## src/rtl/ifu_fetch.sv

```systemverilog
// ifu_fetch -- instruction-fetch stage.
//
// Owns the architectural PC and keeps at most one fetch outstanding on a
// valid/ready instruction-memory interface. Delivers {instr, pc, pc+4} as
// registered outputs to the decode stage. Load-hazard stalls freeze the
// outputs, and a one-entry hold buffer catches a response that lands during a
// stall. Branch/jump redirects squash the current instruction and refetch.
//
// Ports
//   clk, rst           clock, synchronous active-high reset
//   ld_hz_nop          stall: hold the ifu_* outputs this cycle
//   redirect_en/_pc    taken branch/jump and its target (bits [1:0] ignored)
//   imem_req_*         fetch request (valid/ready, address = PC)
//   imem_resp_*        one-cycle fetch response
//   ifu_valid/_instr   instruction to decode (NOP_INSTR when not valid)
//   ifu_pc/_snxt_pc    PC of ifu_instr and that PC + 4

module ifu_fetch #(
  parameter logic [63:0] RESET_PC  = 64'h0000_0000_8000_0000,
  parameter logic [31:0] NOP_INSTR = 32'h0000_0013
) (
  input  logic        clk,
  input  logic        rst,
  input  logic        ld_hz_nop,
  input  logic        redirect_en,
  input  logic [63:0] redirect_pc,
  output logic        imem_req_valid,
  output logic [63:0] imem_req_addr,
  input  logic        imem_req_ready,
  input  logic        imem_resp_valid,
  input  logic [31:0] imem_resp_instr,
  output logic        ifu_valid,
  output logic [31:0] ifu_instr,
  output logic [63:0] ifu_pc,
  output logic [63:0] ifu_snxt_pc
);

  typedef enum logic [1:0] {
    ST_REQ  = 2'd0,
    ST_WAIT = 2'd1,
    ST_DROP = 2'd2
  } state_t;

  state_t      state_q, state_d;
  logic [63:0] pc_q, pc_d;
  logic        hold_valid_q, hold_valid_d;
  logic [31:0] hold_instr_q, hold_instr_d;
  logic [63:0] hold_pc_q, hold_pc_d;
  logic        ifu_valid_q, ifu_valid_d;
  logic [31:0] ifu_instr_q, ifu_instr_d;
  logic [63:0] ifu_pc_q, ifu_pc_d;
  logic [63:0] ifu_snxt_pc_q, ifu_snxt_pc_d;

  logic        req_fire;
  logic        resp_in_wait;
  logic        unused_redirect_lsbs;

  // Targets are word aligned; the low bits are deliberately discarded.
  assign unused_redirect_lsbs = ^redirect_pc[1:0];

  assign imem_req_valid = (state_q == ST_REQ) && !hold_valid_q && !rst;
  assign imem_req_addr  = pc_q;
  assign req_fire       = imem_req_valid && imem_req_ready;
  assign resp_in_wait   = (state_q == ST_WAIT) && imem_resp_valid;

  assign ifu_valid   = ifu_valid_q;
  assign ifu_instr   = ifu_instr_q;
  assign ifu_pc      = ifu_pc_q;
  assign ifu_snxt_pc = ifu_snxt_pc_q;

  always_comb begin
    state_d       = state_q;
    pc_d          = pc_q;
    hold_valid_d  = hold_valid_q;
    hold_instr_d  = hold_instr_q;
    hold_pc_d     = hold_pc_q;
    ifu_valid_d   = ifu_valid_q;
    ifu_instr_d   = ifu_instr_q;
    ifu_pc_d      = ifu_pc_q;
    ifu_snxt_pc_d = ifu_snxt_pc_q;

    if (redirect_en) begin
      pc_d         = {redirect_pc[63:2], 2'b00};
      hold_valid_d = 1'b0;
      ifu_valid_d  = 1'b0;
      ifu_instr_d  = NOP_INSTR;
      // A fetch left outstanding by the squash must be swallowed in DROP.
      // In DROP the awaited response, if it arrives now, is the one being
      // discarded, so only then is it safe to return to REQ.
      unique case (state_q)
        ST_REQ:  state_d = req_fire ? ST_DROP : ST_REQ;
        ST_WAIT: state_d = imem_resp_valid ? ST_REQ : ST_DROP;
        ST_DROP: state_d = imem_resp_valid ? ST_REQ : ST_DROP;
        default: state_d = ST_REQ;
      endcase
    end else begin
      // Output register: buffered instr first, then a fresh response, else bubble.
      if (!ld_hz_nop) begin
        if (hold_valid_q) begin
          ifu_valid_d   = 1'b1;
          ifu_instr_d   = hold_instr_q;
          ifu_pc_d      = hold_pc_q;
          ifu_snxt_pc_d = hold_pc_q + 64'd4;
          hold_valid_d  = 1'b0;
        end else if (resp_in_wait) begin
          ifu_valid_d   = 1'b1;
          ifu_instr_d   = imem_resp_instr;
          ifu_pc_d      = pc_q;
          ifu_snxt_pc_d = pc_q + 64'd4;
        end else begin
          ifu_valid_d   = 1'b0;
          ifu_instr_d   = NOP_INSTR;
        end
      end

      // A response that cannot go straight to the outputs parks in the buffer.
      if (resp_in_wait && (ld_hz_nop || hold_valid_q)) begin
        hold_valid_d = 1'b1;
        hold_instr_d = imem_resp_instr;
        hold_pc_d    = pc_q;
      end

      unique case (state_q)
        ST_REQ: begin
          if (req_fire) state_d = ST_WAIT;
        end
        ST_WAIT: begin
          if (imem_resp_valid) begin
            state_d = ST_REQ;
            pc_d    = pc_q + 64'd4;
          end
        end
        ST_DROP: begin
          if (imem_resp_valid) state_d = ST_REQ;
        end
        default: state_d = ST_REQ;
      endcase
    end
  end

  always_ff @(posedge clk) begin
    if (rst) begin
      state_q       <= ST_REQ;
      pc_q          <= RESET_PC;
      hold_valid_q  <= 1'b0;
      hold_instr_q  <= NOP_INSTR;
      hold_pc_q     <= '0;
      ifu_valid_q   <= 1'b0;
      ifu_instr_q   <= NOP_INSTR;
      ifu_pc_q      <= '0;
      ifu_snxt_pc_q <= '0;
    end else begin
      state_q       <= state_d;
      pc_q          <= pc_d;
      hold_valid_q  <= hold_valid_d;
      hold_instr_q  <= hold_instr_d;
      hold_pc_q     <= hold_pc_d;
      ifu_valid_q   <= ifu_valid_d;
      ifu_instr_q   <= ifu_instr_d;
      ifu_pc_q      <= ifu_pc_d;
      ifu_snxt_pc_q <= ifu_snxt_pc_d;
    end
  end

endmodule

```

## config.mk

```make
export PLATFORM = sky130hd
export DESIGN_NAME = ifu_fetch
export DESIGN_NICKNAME = d
export VERILOG_FILES = /design/src/rtl/ifu_fetch.sv
export SDC_FILE = /design/constraint.sdc
export NUM_CORES = 1
export LEC_CHECK = 0
export ABC_AREA = 1
export CAP_MARGIN = 25
export CORE_MARGIN = 3
export CORE_UTILIZATION = 35
export DETAILED_ROUTE_END_ITERATION = 7
export GPL_TIMING_DRIVEN = 0
export PLACE_DENSITY_LB_ADDON = 0.25
export SETUP_SLACK_MARGIN = 0.2
export SYNTH_ARGS = -nofsm -noshare
export SYNTH_HDL_FRONTEND = slang
export SYNTH_SLANG_ARGS = --single-unit
```

## constraint.sdc

```tcl
create_clock -name clk -period 1.6 [get_ports clk]
set_input_delay 0.32 -clock clk [delete_from_list [all_inputs] [get_ports clk]]
set_output_delay 0.32 -clock clk [all_outputs]
set_load 0.02 [all_outputs]
```

== Word level (Yosys, flattened, before mapping) ==
Cells that the tools add are included.

* Register bits after elaboration: 324
* Bits in latches: 0
* Memory bits (writable): 0
* Bits in read-only memories: 0
* Input bits: 102
* Output and inout port bits: 226
* Word-level logic and storage cells: 58
* Memories kept: 0

* Add/sub/neg operators: 2
* $mul: 0
* Divide/modulo/power cells: 0
* Magnitude comparators: 0
* Equal/unequal tests: 5
* Shift-type cells: 0
* Multiplexer cells: 20
* Bitwise logic cells: 2
* Reduce and logical (&&, ||, !) cells: 19

{| class="wikitable"
|+ Operators with widths
! operator !! number
|-
| 64-bit two-way mux || 7
|-
| 64-bit by 3-bit adder with 64-bit output (second input constant) || 2
|-
| 32-bit two-way mux || 2
|-
| 2-bit two-way mux || 5
|-
| 2-bit case mux with 2 select lines || 2
|-
| 2-bit AND reduction || 4
|-
| 2-bit nonzero test || 3
|-
| 1-bit logical AND || 5
|-
| 1-bit two-way mux || 4
|-
| 2-bit OR reduction || 2
|-
| 3-bit by 1-bit inequality test with 1-bit output (second input constant) || 1
|-
| 3-bit inequality test (second input constant) || 1
|-
| 3-bit AND reduction || 1
|-
| 2-bit by 1-bit == test with 1-bit output (second input constant) || 1
|-
| 2-bit == test (second input constant) || 1
|-
| 1-bit zero test || 2
|-
| 2-bit zero test || 1
|-
| 2-bit by 1-bit inequality test with 1-bit output (second input constant) || 1
|-
| 1-bit NOT || 2
|-
| 1-bit logical OR || 1
|}

== Depth between registers and ports, before layout ==
* Depth after elaboration: 7
* Gate-level depth with buffers: 14
* Gate-level depth less buffers: 14

== Least setup slack after synthesis ==
No wires, ideal clock.

* Path type: reg-to-reg
* Start: register pc_q[3], in the netlist imem_req_addr[3]
* End: register ifu_snxt_pc_q[60], in the netlist ifu_snxt_pc[60]
* Setup time: 0.132 ns
* Arrival time: 1.744 ns
* Required time: 1.468 ns
* Setup slack: -0.276 ns
* Stages on the path, launching flop included: 11
* Buffers on the path: 0
* Clock period less this slack: 1.876 ns
* Cell sequence: dfxtp_1 -> ha_1 -> nand2_1 -> nor2_4 -> nand2_2 -> nor2_1 -> nand2_1 -> o21ai_0 -> nand3_1 -> nand3_1 -> a21oi_1

* Longest elaborated chain between the ends: 3

{| class="wikitable"
|+ RTL lines
! what !! RTL line !! RTL
|-
| start: declaration || 45 || <nowiki>logic [63:0] pc_q, pc_d;</nowiki>
|-
| start signal: assignment || 154 || <nowiki>pc_q <= pc_d;</nowiki>
|-
| 64-bit by 3-bit adder with 64-bit output || 109 || <nowiki>ifu_snxt_pc_d = pc_q + 64'd4;</nowiki>
|-
| 64-bit two-way mux || 105 || <nowiki>end else if (resp_in_wait) begin</nowiki>
|-
| 64-bit two-way mux || 99 || <nowiki>if (hold_valid_q) begin</nowiki>
|-
| end signal: assignment || 161 || <nowiki>ifu_snxt_pc_q <= ifu_snxt_pc_d;</nowiki>
|-
| end: declaration || 52 || <nowiki>logic [63:0] ifu_snxt_pc_q, ifu_snxt_pc_d;</nowiki>
|}

No other way between the ends. The select of a mux whose other input is x is not followed.
A chain may end at the register's enable or synchronous reset.

== Worst setup path in the final report ==
* Start: register pc_q[2], in the netlist imem_req_addr[2]
* End: register ifu_snxt_pc_q[22], in the netlist ifu_snxt_pc[22]

The elaborated chain is that of the path after synthesis.

==> run metrics <==
Startpoint Class=flop; predominant post-synthesis flop cell=dfxtp_1; TritonCTS clock tree=built; Post-Syn Area=16,500 µm²; Inst Count DP=3,450; leakage power=about 0.011 µW; HPWL Detailed=72.8 mm; CTS Buffer Depth=3; Worst Hold Class=input pin to flop; max-slew violation count=0; die span in x=223 µm; vias in the first global route=19,900; Syn Area/Cell=6.53 µm²; grt met2 use=58.6%; status=finished, violations left; final setup fails=279; # H-tree levels=2; Data required, critical path=2.10 ns; Area Overhead vs Synth=71.3%; post-route ant nets=0; drt total wl=~100 mm; root buffer cell=clkbuf_16; initial antenna violation count=2; Max IR drop VDD=0.628 mV; share of cells above drive strength 1=~44%; RR Endpoint=ifu_snxt_pc[22]; I/O Buffers=317; register-to-register setup slack=-0.48 ns; synth warn=0; PnR worst setup slack=-0.482 ns; GP Congestion=0.980; reg2reg start=imem_req_addr[2]; CP Max Fanout=5; GRT busiest layer=met2; Die Area=roughly 50,000 µm²; DRT iter0 DRCs=approximately 2,000; total power=18,900 µW; Initial Util=a little over a third; fill cell count=3,980; Worst Hold Depth=3; First-pass DRT Iterations=6; R2R cell count=9; Yosys reg bits=316; Die Y=223 µm; Worst slew margin=28.6%; unrepaired setup endpoints after global routing=true; Slew @ Worst Pin=approximately 1.1 ns; CTS Buf Count=37; Clock Latency Late Sink=0.58 ns; GR Util All Layers=37.1%; failing checks=negative setup slack; Mapped Cells=roughly 2,500; met3 Use GR=8.95%; Post-synth EDFFs=0; f_max=just under 500 MHz; crit path DAT=around 2.6 ns; Worst-path clk slew=0.06 ns; Ports=328; Critical Path End Type=flop; Post-CTS Hold Buffers=0; met1 Usage GRT=between 40% and 50%; Tmin final=between 2 and 2.5 ns; post-synthesis sequential area ratio=38.4%; diode count=0; Finished Layout Cells=about 3,700; Vias=21,200; kind of critical path=flop to flop; via-per-instance ratio=5.75; Cell Pwr Density=671 nW/µm²; Synth cell types=38; largest net degree at the start of global routing=13; Final nets=3,168; commonest non-fill, non-tap cells in the layout=nand2_1, buf_4, nor2_1; row count=between 70 and 80; Hold Vio Cnt, Final=0; ys async rst share=0%; post-DR wirelength/cell=27.4 µm; GRT overflow=0; Worst Clk Skew=0.0223 ns; Final period util=130%; commonest non-fill, non-tap cell in the layout=nand2_1; Hold Crit Start=ld_hz_nop; max_cap viols=0; setup tns final=-64.38 ns; first-pass GRT wire length=roughly 140 mm; drt drc=0; clk sink count=316; final hold slack=roughly 0.13 ns; Worst Hold End=hold_valid_q; area of the core=46,000 µm²
==> worst max path at each step <==
stage / start / end / slack [ns]
2_1_floorplan: imem_req_addr[3] / imem_req_addr[24] / -0.03
3_3_place_gp: imem_resp_valid / imem_req_addr[37] / -1.32
3_5_place_dp: redirect_en / imem_req_addr[37] / -1.27
4_1_cts: imem_req_addr[3] / ifu_snxt_pc[54] / -0.44
5_1_grt: imem_req_addr[2] / ifu_snxt_pc[42] / -0.50
6_report: imem_req_addr[2] / ifu_snxt_pc[22] / -0.48
==> flip-flops by register name (all words and copies together) (netlist names) <==
register,flops
hold_pc_q,62
ifu_pc,62
ifu_snxt_pc,62
imem_req_addr,62
hold_instr_q,32
ifu_instr,32
state_q,2
hold_valid_q,1
ifu_valid,1
==> cell usage after synthesis (2+ instances only) <==
library cell  number  area (µm²)
xnor2_1           17         149
buf_1             12        45.0
clkbuf_1         103         387
and2_1             2        12.5
inv_2              3        11.3
inv_1            173         649
ha_1               5        62.6
nand3_1          121         606
nor2_1           293        1100
or2_2              2        12.5
nor3_1             2        10.0
a31oi_1          106         663
nand3b_1           5        37.5
o211ai_1          16         120
dfxtp_1          316        6330
o21ai_0          250        1250
nand4_1           21         131
nor2_2            14        87.6
o21bai_1           6        45.0
xor2_1            51         447
o21a_1            28         210
buf_4              7        52.6
a21oi_1          177         886
o21ai_1           12        60.1
nand2_2           15        93.8
o221ai_1           4        35.0
nor2_4             6        67.6
clkinv_1           2        7.51
nand2_1          721        2710
buf_2             26         130
==> logic make-up (layout without fill, tap and decap cells) <==
kind of cell / count (synthesis) / after routing / synth area share (%)
xor+xnor: 68 / 68 / 3.61
simple gates: 1206 / 1206 / 29.8
flops: 316 / 316 / 38.4
other cells: 1 / 6 / 0.0228
fa+ha+maj: 5 / 5 / 0.380
buf+inv: 326 / 882 / 7.78
compound gates: 602 / 602 / 20.0
==> cell type report <==
type / count / area [µm²] / area share, %
buffer: 146 / 1480 / 5.25
timing repair buffer: 495 / 5020 / 17.8
multi-input combinational: 1887 / 12300 / 43.7
inverter: 178 / 729 / 2.58
tap: 600 / 751 / 2.66
clock buffer: 52 / 1040 / 3.70
sequential: 316 / 6770 / 24.0
clock inverter: 11 / 111 / 0.394
==> what timing repair did <==
| item | 4_1_cts | 5_1_grt |
|---|---|---|
| gates resized for setup | 790 | 1413 |
| endpoints found under the setup margin | 536 | 535 |
| cloned | 13 | 18 |
| pin swaps | 101 | 114 |
| setup buffers | 91 | 52 |
==> layer usage <==
metal / wire [µm] / up-vias
met5: 16 / -
met4: 5600 / 2
met3: 10400 / 278
met2: 44700 / 1247
met1: 40300 / 10300
li1: - / 9408
==> per-stage QoR <==
step | worst slack [ns] | utilization (%) | cell area [µm²]
6_report | -0.482 | 61.4 | 28200
5_1_grt | -0.501 | 61.4 | 28200
4_1_cts | -0.436 | 55.5 | 25500
3_5_place_dp | -1.27 | 45.6 | 21000
3_3_place_gp | -1.32 | 45.5 | 20900
2_1_floorplan | -0.0259 | - | 17000
==> where the power goes <==
part / switching (µW) / internal, µW
clock: 3630 / 4730
combinational: 1340 / 978
sequential: 295 / 7950
total: 5270 / 13700
==> worst max-delay path: stages (launching register included) <==
cell	delay [ns]
dfxtp_4	0.38
ha_4	0.15
nand2_4	0.05
nor2_4	0.19
nand2_4	0.12
nor2_4	0.21
nand2_4	0.17
xor2_1	0.44
o21ai_1	0.16
a21oi_1	0.15
(Power assumes the default switching activity.)
